===== src/rtl/multicycle_control.sv =====
// rtl/multicycle_control.sv - multicycle datapath main control FSM with ALU decoder
module multicycle_control #(
    parameter int OP_W = 7
) (
    input  logic            clk,
    input  logic            rst_n,
    input  logic [OP_W-1:0] op,
    input  logic [2:0]      funct3,
    input  logic            funct7b5,
    input  logic            zero,
    input  logic            mem_ready,
    output logic            PCWrite,
    output logic            AdrSrc,
    output logic            MemWrite,
    output logic            IRWrite,
    output logic [1:0]      ResultSrc,
    output logic [1:0]      ALUSrcA,
    output logic [1:0]      ALUSrcB,
    output logic [1:0]      ImmSrc,
    output logic            RegWrite,
    output logic [2:0]      ALUControl,
    output logic [3:0]      state_o
);

    typedef enum logic [3:0] {
        S_FETCH    = 4'd0,
        S_DECODE   = 4'd1,
        S_MEMADR   = 4'd2,
        S_MEMREAD  = 4'd3,
        S_MEMWB    = 4'd4,
        S_MEMWRITE = 4'd5,
        S_EXECUTER = 4'd6,
        S_EXECUTEI = 4'd7,
        S_ALUWB    = 4'd8,
        S_BEQ      = 4'd9,
        S_JAL      = 4'd10
    } state_t;

    localparam logic [OP_W-1:0] OP_LW  = 7'b0000011;
    localparam logic [OP_W-1:0] OP_SW  = 7'b0100011;
    localparam logic [OP_W-1:0] OP_R   = 7'b0110011;
    localparam logic [OP_W-1:0] OP_I   = 7'b0010011;
    localparam logic [OP_W-1:0] OP_BEQ = 7'b1100011;
    localparam logic [OP_W-1:0] OP_JAL = 7'b1101111;

    state_t      state_q, state_d;
    logic [1:0]  alu_op;
    logic        pc_update;
    logic        branch;
    logic        ir_write_raw;
    logic        mem_write_raw;
    logic        reg_write_raw;

    // State register; reset returns to FETCH immediately
    always_ff @(posedge clk or negedge rst_n) begin
        if (!rst_n) begin
            state_q <= S_FETCH;
        end else begin
            state_q <= state_d;
        end
    end

    // Moore next-state and per-state control outputs
    always_comb begin
        state_d       = state_q;
        alu_op        = 2'b00;
        pc_update     = 1'b0;
        branch        = 1'b0;
        ir_write_raw  = 1'b0;
        mem_write_raw = 1'b0;
        reg_write_raw = 1'b0;
        AdrSrc        = 1'b0;
        ResultSrc     = 2'b00;
        ALUSrcA       = 2'b00;
        ALUSrcB       = 2'b00;
        case (state_q)
            S_FETCH: begin
                ALUSrcB   = 2'b10;
                ResultSrc = 2'b10;
                if (mem_ready) begin
                    ir_write_raw = 1'b1;
                    pc_update    = 1'b1;
                    state_d      = S_DECODE;
                end
            end
            S_DECODE: begin
                ALUSrcA = 2'b01;
                ALUSrcB = 2'b01;
                if (op == OP_LW || op == OP_SW) begin
                    state_d = S_MEMADR;
                end else if (op == OP_R) begin
                    state_d = S_EXECUTER;
                end else if (op == OP_I) begin
                    state_d = S_EXECUTEI;
                end else if (op == OP_BEQ) begin
                    state_d = S_BEQ;
                end else if (op == OP_JAL) begin
                    state_d = S_JAL;
                end else begin
                    state_d = S_FETCH;
                end
            end
            S_MEMADR: begin
                ALUSrcA = 2'b10;
                ALUSrcB = 2'b01;
                state_d = (op == OP_LW) ? S_MEMREAD : S_MEMWRITE;
            end
            S_MEMREAD: begin
                AdrSrc = 1'b1;
                if (mem_ready) begin
                    state_d = S_MEMWB;
                end
            end
            S_MEMWB: begin
                ResultSrc     = 2'b01;
                reg_write_raw = 1'b1;
                state_d       = S_FETCH;
            end
            S_MEMWRITE: begin
                AdrSrc        = 1'b1;
                mem_write_raw = 1'b1;
                if (mem_ready) begin
                    state_d = S_FETCH;
                end
            end
            S_EXECUTER: begin
                ALUSrcA = 2'b10;
                alu_op  = 2'b10;
                state_d = S_ALUWB;
            end
            S_EXECUTEI: begin
                ALUSrcA = 2'b10;
                ALUSrcB = 2'b01;
                alu_op  = 2'b10;
                state_d = S_ALUWB;
            end
            S_ALUWB: begin
                reg_write_raw = 1'b1;
                state_d       = S_FETCH;
            end
            S_BEQ: begin
                ALUSrcA = 2'b10;
                alu_op  = 2'b01;
                branch  = 1'b1;
                state_d = S_FETCH;
            end
            S_JAL: begin
                ALUSrcA   = 2'b01;
                ALUSrcB   = 2'b10;
                pc_update = 1'b1;
                state_d   = S_ALUWB;
            end
            default: begin
                state_d = S_FETCH;
            end
        endcase
    end

    // Immediate format follows the opcode regardless of state
    always_comb begin
        ImmSrc = 2'b00;
        case (op)
            OP_SW:   ImmSrc = 2'b01;
            OP_BEQ:  ImmSrc = 2'b10;
            OP_JAL:  ImmSrc = 2'b11;
            default: ImmSrc = 2'b00;
        endcase
    end

    // ALU decoder; subtract only for R-type with funct7b5 set
    always_comb begin
        ALUControl = 3'b000;
        case (alu_op)
            2'b01: ALUControl = 3'b001;
            2'b10: begin
                case (funct3)
                    3'b000:  ALUControl = (op[5] & funct7b5) ? 3'b001 : 3'b000;
                    3'b010:  ALUControl = 3'b100;
                    3'b110:  ALUControl = 3'b011;
                    3'b111:  ALUControl = 3'b010;
                    default: ALUControl = 3'b000;
                endcase
            end
            default: ALUControl = 3'b000;
        endcase
    end

    // Enables are gated by rst_n so nothing is written while reset is low
    assign PCWrite  = rst_n & (pc_update | (branch & zero));
    assign IRWrite  = rst_n & ir_write_raw;
    assign MemWrite = rst_n & mem_write_raw;
    assign RegWrite = rst_n & reg_write_raw;
    assign state_o  = state_q;

endmodule


===== config.mk =====
export PLATFORM = sky130hd
export DESIGN_NAME = multicycle_control
export DESIGN_NICKNAME = d
export VERILOG_FILES = /design/src/rtl/multicycle_control.sv
export SDC_FILE = /design/constraint.sdc
export NUM_CORES = 1
export LEC_CHECK = 0
export CAP_MARGIN = 20
export CORE_ASPECT_RATIO = 1.5
export CORE_MARGIN = 4
export CORE_UTILIZATION = 30
export DETAILED_ROUTE_END_ITERATION = 12
export PLACE_DENSITY_LB_ADDON = 0.05
export SLEW_MARGIN = 30
export SYNTH_ARGS = -nofsm -noshare
export SYNTH_HDL_FRONTEND = slang
export SYNTH_SLANG_ARGS = --single-unit

===== constraint.sdc =====
create_clock -name clk -period 2.23 [get_ports clk]
set_clock_uncertainty 0.1 [all_clocks]
set_input_delay 0.446 -clock clk [delete_from_list [all_inputs] [get_ports clk]]
set_output_delay 0.446 -clock clk [all_outputs]
set_load 0.005 [all_outputs]

==> After elaboration in Yosys (flattened, before gate mapping) <==
Index checks and enable logic that the tools add are counted.
{ "classes": {"n_eq_ne": 24, "muxes": 25, "bitwise": 7, "n_reduce_logical": 12} }
{ "op_table": {"columns": ["cell", "n"], "rows": [
  ["2-to-1 mux 4 bit", 8],
  ["case mux 4 bit (6 select lines)", 1],
  ["== test 4 x 3 -> 1 bit (second input constant)", 4],
  ["case mux 2 bit (2 select lines)", 4],
  ["== test 7 x 6 -> 1 bit (second input constant)", 2],
  ["== test 7 bit (second input constant)", 2],
  ["== test 4 bit (second input constant)", 3],
  ["case mux 3 bit (4 select lines)", 1],
  ["OR reduction 2 bit", 5],
  ["== test 4 x 2 -> 1 bit (second input constant)", 2],
  ["== test 7 x 2 -> 1 bit (second input constant)", 1],
  ["== test 7 x 5 -> 1 bit (second input constant)", 1],
  ["2-to-1 mux 1 bit", 7],
  ["AND 1 bit", 6],
  ["== test 3 bit (second input constant)", 2],
  ["inequality test 2 bit (second input constant)", 3],
  ["case mux 2 bit (3 select lines)", 1],
  ["case mux 3 bit (2 select lines)", 1],
  ["OR reduction 3 bit", 2],
  ["== test 4 x 1 -> 1 bit (second input constant)", 1],
  ["logical NOT 4 bit", 1],
  ["OR reduction 4 bit", 1],
  ["== test 3 x 2 -> 1 bit (second input constant)", 1],
  ["logical NOT 3 bit", 1],
  ["other kinds (7)", 7]
]} }
{ "word_totals": {"output_inout_bits": 20, "word_cells": 69, "regBits": 4} }

==> Logic depth before layout (Yosys ltp) <==
Gate-level depths: netlist of the first run.
{ "logic_depth": {"ltp_word": 7, "ltp_mapped": 7, "mapped_depth_nobuf": 7} }

==> Worst setup path after synthesis of the first run <==
OpenSTA, ideal clock, no wires.
{ "synth_timing": {"path_kind": "reg-to-output", "from": "register state_q[2] (netlist: state_o[2])", "to": "output port ALUControl[2]", "arrival_ns": 1.435, "path_slack_ns": 0.249, "stages_incl_launch_ff": 7, "cell_sequence": "dfrtp_1 > clkbuf_8 > nor2b_1 > nand2_1 > inv_1 > ha_1 > nor4_1"} }
{ "synth_between": {"elab_chain_len": 5, "word_cells_on_any_way": 8, "classes_between": "eq/ne: 5; mux: 2; reduce/logical: 1"} }
{ "synth_lines": {"columns": ["element", "line", "source"], "rows": [
  ["from (decl)", "46", "state_t state_q, state_d;"],
  ["from (signal assigned)", "59", "state_q <= state_d;"],
  ["== test 4 x 3 -> 1 bit", "76", "case (state_q)"],
  ["OR reduction 2 bit (no line)", null, null],
  ["case mux 2 bit (2 select lines) *", "76", null],
  ["== test 2 bit or == test 2 x 1 -> 1 bit (tied branches)", "173", "case (alu_op)"],
  ["case mux 3 bit (2 select lines) *", "173", null],
  ["to (decl)", "21", "output logic [2:0] ALUControl,"]
]} }
Mark *: on every way between the ends. The rest lies on a longest branch, timed or not.

==> Worst setup path after layout of the first run <==
{ "layout_timing": {"from": "register state_q[2] (netlist: state_o[2])", "to": "output port IRWrite"} }
{ "layout_between": {"elab_chain_len": 3} }
{ "layout_lines": {"columns": ["element", "line", "source"], "rows": [
  ["logical NOT 4 bit", "76", null],
  ["2-to-1 mux 1 bit", "76", null],
  ["AND 1 bit", "190", "assign IRWrite = rst_n & ir_write_raw;"],
  ["to (decl)", "15", "output logic IRWrite,"]
]} }
Every way passes these cells.

==> results.yml, run 1 <==
synthesis:
  syn_inst: 82
  ys_async_sr_fraction_pct: 100
  netlist_area_um2: 628
  yosysTopAreaCellShare_pct: 15.9
  synth_top_cell_by_area: "dfrtp_1"
  yosysMostFrequentCell: "nand2_1"
  synth_warnings: 0
  synth.distinct_cells: 36
  syn_nets: 99
  synth-edff-count: 0
  netlist_top_cells_count: "nand2_1, inv_1, nor2_1, nor4_1"
  ys.flop_type: "dfrtp_1"
  syn-mean-instance-area_um2: 7.66
  ys_seq_elements: 4
  yosys-top-cells-area: "dfrtp_1, nand2_1, nor4_1"
  seq_area_frac_synth_pct: 15.9
power_and_ir_drop:
  p_leak_nw: 0.727
  power_density_mw_per_mm2: 273
  peakVddDrop_uv: 228
cts:
  clk_path_buf_depth: 2
  clockRootBuffer: "clkbuf_4"
  tritoncts: "done"
  cts_inserted_buffers: 3
  cts_hold_buf: 0
  htree_levels: 1
  clock_latency_ns: 0.23
  cts.sink_count: 4
  clkTransAtPathRegs_ns: 0.04
timing:
  slew_viol_final: 0
  tightest_slew_ns: 0.435
  max_freq_ghz: 0.454
  rsz0062_at_grt: "true"
  fin_crit_sh_pct: 98.8
  post-route-min-period_ns: 2.20
  finalWorstSetupSlack_ns: 0.0265
  setup_viol: 0
  relSlewSlack_pct: 70.7
  hold_violations: 0
  fin_setup_tns_ns: 0
global_route:
  grt_pass1_vias: 899
  antenna_found_initial: 0
  grt_pass1_wl_mm: 3.64
  grt_start_max_net_pins: 14
  grtUsageTotal_pct: 16.0
  overflow: 0
finish:
  syn_to_final_growth_pct: 107
  largest_reg_flops: 4
  drive_gt1_share_pct: 38.5
  diodes: 0
  layout.cells.non_filler: 170
  postLayoutCellArea_mm2: 0.00130
  finalNetCount: 167
critical_path:
  critical_path.cell_chain: "buf_6, nor2_2, and4_1, clkdlybuf4s50_1"
  max_stage_delay_ns: 0.50
  cp_max_fo: 10
  worstSetupStartpointType: "register"
  criticalPathCategory: "register to output pin"
  critPathArrivalTime_ns: 1.66
  required_ns: 1.68
  slowest_stage: "clkdlybuf4s50_1"
  crit_path_end_kind: "output pin"
floorplanning:
  core-area_mm2: 0.00200
  die_w_um: 45.4
  die-area_mm2: 0.00290
  fp-row-count: 20
  io_pins: 35
  initial_utilization_pct: 31.4
  die_height_um: 64.0
run:
  max_cap_viol_count: 0
hold_path:
  hp-class: "input pin to async pin"
detailed_routing:
  routed_wl_mm: 2.13
  vias: 874
  dr.pass1.iters: 4
  routed_via_density: 5.14
  avgRoutedWirePerCell_um: 12.5
  drc: 0
  ant_nets: 0
  drt_iter0_drc: 13
outcome:
  status: "finished, final reports clean"
placement:
  dp.final_hpwl_mm: 1.72
  dpl_cell_area_mm2: 0.00119
  place_ws_ns: -0.347
  dpl.cell_count: 165
  gp_congestion: 0.864
  portBuffers: 34
routing by layer:
layer  track usage [%]  routed length, µm
met2              28.4               1140
met3              2.25                117
met4              6.23                 16
met1              18.2                854
met5                 0                  0
stage by stage:
stage	util [%]	power (mW)	hold slack, ns
after floorplan	-	0.145	0.0504
after global placement	59.5	0.266	0.496
after detailed placement	59.5	0.268	0.495
after CTS	61.3	0.357	0.518
after global routing	65.1	0.378	0.545
final	65.1	0.356	0.518
cell families after synthesis:
kind of cell,after synthesis,share of synthesized area (%)
buffers and inverters,10,9.56
DFF,4,15.9
AOI/OAI and AO/OA,22,25.3
xor gates and xnor gates,3,4.18
and+or+nand+nor,41,41.0
adders and majority gates,2,3.98
cell type report:
class,count,area (µm²)
well taps,22,27.5
flip-flops and latches,4,100
repair buffers,67,598
clock buffers,3,22.5
inverters,6,22.5
fillers,202,699
multi-input cells,68,532
repair_timing:
action,4_1_cts,5_1_grt
gates resized for setup,25,22
pin swaps,3,5
hold endpoints to repair,0,0
setup buffers,1,1
setup endpoints to repair,11,12
power by group:
| group | internal (mW) | switching (mW) | leakage, nW |
|---|---|---|---|
| Clock | 0.0601 | 0.0287 | 0.0138 |
| Combinational | 0.113 | 0.0746 | 0.659 |
| Sequential | 0.0766 | 0.00296 | 0.0542 |
critical path: cells and delay by family (launching register included):
family	cells	cell delay (ns)
buf+inv	2	0.67
flops	1	0.42
simple gates	2	0.34
layout by cell type, fill, tap and decap left out, types with 3 or more instances in the layout:
| master | n |
|---|---|
| nand2_1 | 9 |
| nor3_1 | 4 |
| dfrtp_1 | 4 |
| buf_4 | 31 |
| buf_2 | 3 |
| dlymetal6s2s_1 | 10 |
| a31oi_1 | 3 |
| and3_1 | 3 |
| inv_1 | 5 |
| a21oi_1 | 4 |
| clkdlybuf4s50_1 | 14 |
| nor2_2 | 3 |
| clkbuf_4 | 3 |
| nor4_1 | 3 |
| dlygate4sd2_1 | 6 |
worst paths after layout:
kind,startpoint,end,slack [ns],depth (start not counted)
max,state_o[2],IRWrite,0.03,4
min,rst_n,state_o[3],0.52,3
max reg2reg,state_o[3],state_o[3],0.65,5
min reg2reg,state_o[3],state_o[0],0.55,2
max in group asynchronous,rst_n,state_o[0],1.41,3
min in group clk,state_o[3],state_o[0],0.55,2
Note: power is estimated with default switching activity, not from simulation.
==> inputs of run 2 (changes only) <==
--- a/config.mk
+++ b/config.mk
@@ -6,9 +6,8 @@
 export NUM_CORES = 1
 export LEC_CHECK = 0
 export CAP_MARGIN = 20
-export CORE_ASPECT_RATIO = 1.5
 export CORE_MARGIN = 4
-export CORE_UTILIZATION = 30
+export CORE_UTILIZATION = 38
 export DETAILED_ROUTE_END_ITERATION = 12
 export PLACE_DENSITY_LB_ADDON = 0.05
 export SLEW_MARGIN = 30
==> results.yml, run 2 (synthesis results as in run 1) <==
outcome:
  status: "finished, final reports clean"
critical_path:
  criticalPathCategory: "input pin to output pin"
  max_stage_delay_ns: 0.43
  crit_path_end_kind: "output pin"
  cp_max_fo: 2
  crit_cells: 6
  rr_endpoint: "state_o[3]"
  worstSetupStartpointType: "input pin"
  critical_path.cell_chain: "clkdlybuf4s50_1, nor4bb_2, a21o_1, a31oi_1, nor2_1, clkbuf_2"
  critPathTopFamily: "buffers and inverters"
  slowest_stage: "clkdlybuf4s50_1"
  critPathArrivalTime_ns: 1.65
  rr_worst_depth: 6
  required_ns: 1.68
  rrSetupSlack_ns: 0.60
  reg2reg_from: "state_o[1]"
  cp_num_buf_inv: 2
detailed_routing:
  vias: 929
  avgRoutedWirePerCell_um: 14.8
  dr_wl_met3_um: 121
  routed_via_density: 5.66
  drt_iter0_drc: 21
  highest_layer: "met4"
  ant_nets: 0
  met2RoutedLength_mm: 1.24
  routed_wl_mm: 2.42
  drc: 0
  drt-met1-wl_mm: 1.00
  dr.pass1.iters: 4
finish:
  drive_gt1_share_pct: 40.5
  postLayoutCellArea_mm2: 0.00130
  largest_reg_flops: 4
  syn_to_final_growth_pct: 107
  final_common_cell: "buf_4"
  diodes: 0
  final_cell_mix: "buf_4, clkdlybuf4s50_1, nand2_1"
  finalNetCount: 167
cts:
  clockRootBuffer: "clkbuf_4"
  htree_levels: 1
  clock_latency_ns: 0.24
  cts_inserted_buffers: 3
  clkTransAtPathRegs_ns: 0.04
  cts.sink_count: 4
  clk_path_buf_depth: 2
  tritoncts: "done"
placement:
  dp.final_hpwl_mm: 1.70
  gp_congestion: 0.851
  place_ws_ns: -0.388
  dpl_cell_area_mm2: 0.00118
  portBuffers: 34
power_and_ir_drop:
  peakVddDrop_uv: 258
  power_density_mw_per_mm2: 279
  p_leak_nw: 0.699
timing:
  fin_setup_tns_ns: 0
  tightest_slew_ns: 0.450
  slew_viol_final: 0
  finalWorstSetupSlack_ns: 0.0367
  post-route-min-period_ns: 2.19
  rsz0062_at_grt: "true"
  fin_crit_sh_pct: 98.4
  max_freq_ghz: 0.456
  setup_viol: 0
  hold_violations: 0
  relSlewSlack_pct: 69.7
run:
  max_cap_viol_count: 0
global_route:
  grt_pass1_vias: 844
  grtUsageTotal_pct: 18.7
  grt_start_max_net_pins: 14
  antenna_found_initial: 0
  overflow: 0
  grt_pass1_wl_mm: 3.67
floorplanning:
  core-area_mm2: 0.00154
  die-area_mm2: 0.00237
  initial_utilization_pct: 40.7
  io_pins: 35
  fp-row-count: 14
  die_height_um: 48.7
  die_w_um: 48.7
hold_path:
  hp-class: "input pin to async pin"
-- run 2: final cells by class --
class | instances | area (µm²)
repair buffers | 67 | 583
multi-input cells | 68 | 551
fillers | 92 | 243
flip-flops and latches | 4 | 100
clock buffers | 3 | 22.5
inverters | 6 | 22.5
well taps | 16 | 20.0
-- run 2: per-stage QoR --
stage | power, mW | hold slack, ns | utilization (%) | std cells
finish | 0.363 | 0.518 | 84.3 | 164
global route | 0.377 | 0.547 | 84.3 | 164
CTS | 0.357 | 0.512 | 80.6 | 164
detailed placement | 0.264 | 0.550 | 76.3 | 158
global placement | 0.260 | 0.538 | 76.3 | 158
floorplan | 0.145 | 0.0504 | - | 82
-- run 2: power breakdown --
part	internal (mW)	switching, mW	leakage [nW]
Combinational	0.110	0.0809	0.630
Sequential	0.0766	0.00219	0.0542
Clock	0.0604	0.0328	0.0138
-- run 2: worst max-delay path by stage --
stage	to	slack [ns]	start
CTS	ImmSrc[0]	0.002	op[5]
finish	ALUControl[0]	0.04	funct3[2]
global route	ALUControl[0]	-0.04	funct3[2]
detailed placement	ImmSrc[0]	-0.39	op[6]
global placement	ImmSrc[0]	-0.34	op[6]
floorplan	ALUControl[2]	0.25	state_o[2]
-- run 2: metal layers --
layer	GRT usage, %	vias up
li1	-	443
met1	25.2	435
met2	29.6	43
met3	2.15	8
met4	8.52	0
met5	0	-
-- run 2: what timing repair did --
item	4_1_cts	5_1_grt
endpoints found under the setup margin	13	11
gates resized for setup	30	22
endpoints found under the hold margin	0	0
hold buffers	0	0
buffers inserted	3	0
pin swaps	4	5
-- run 2: worst register-to-register path, stage by stage (launching register included) --
cell and delay [ns]:
dfrtp_1 0.36, buf_4 0.14, buf_8 0.13, or3b_1 0.37, nor4_1 0.21, a21oi_1 0.06
o21ai_0 0.16
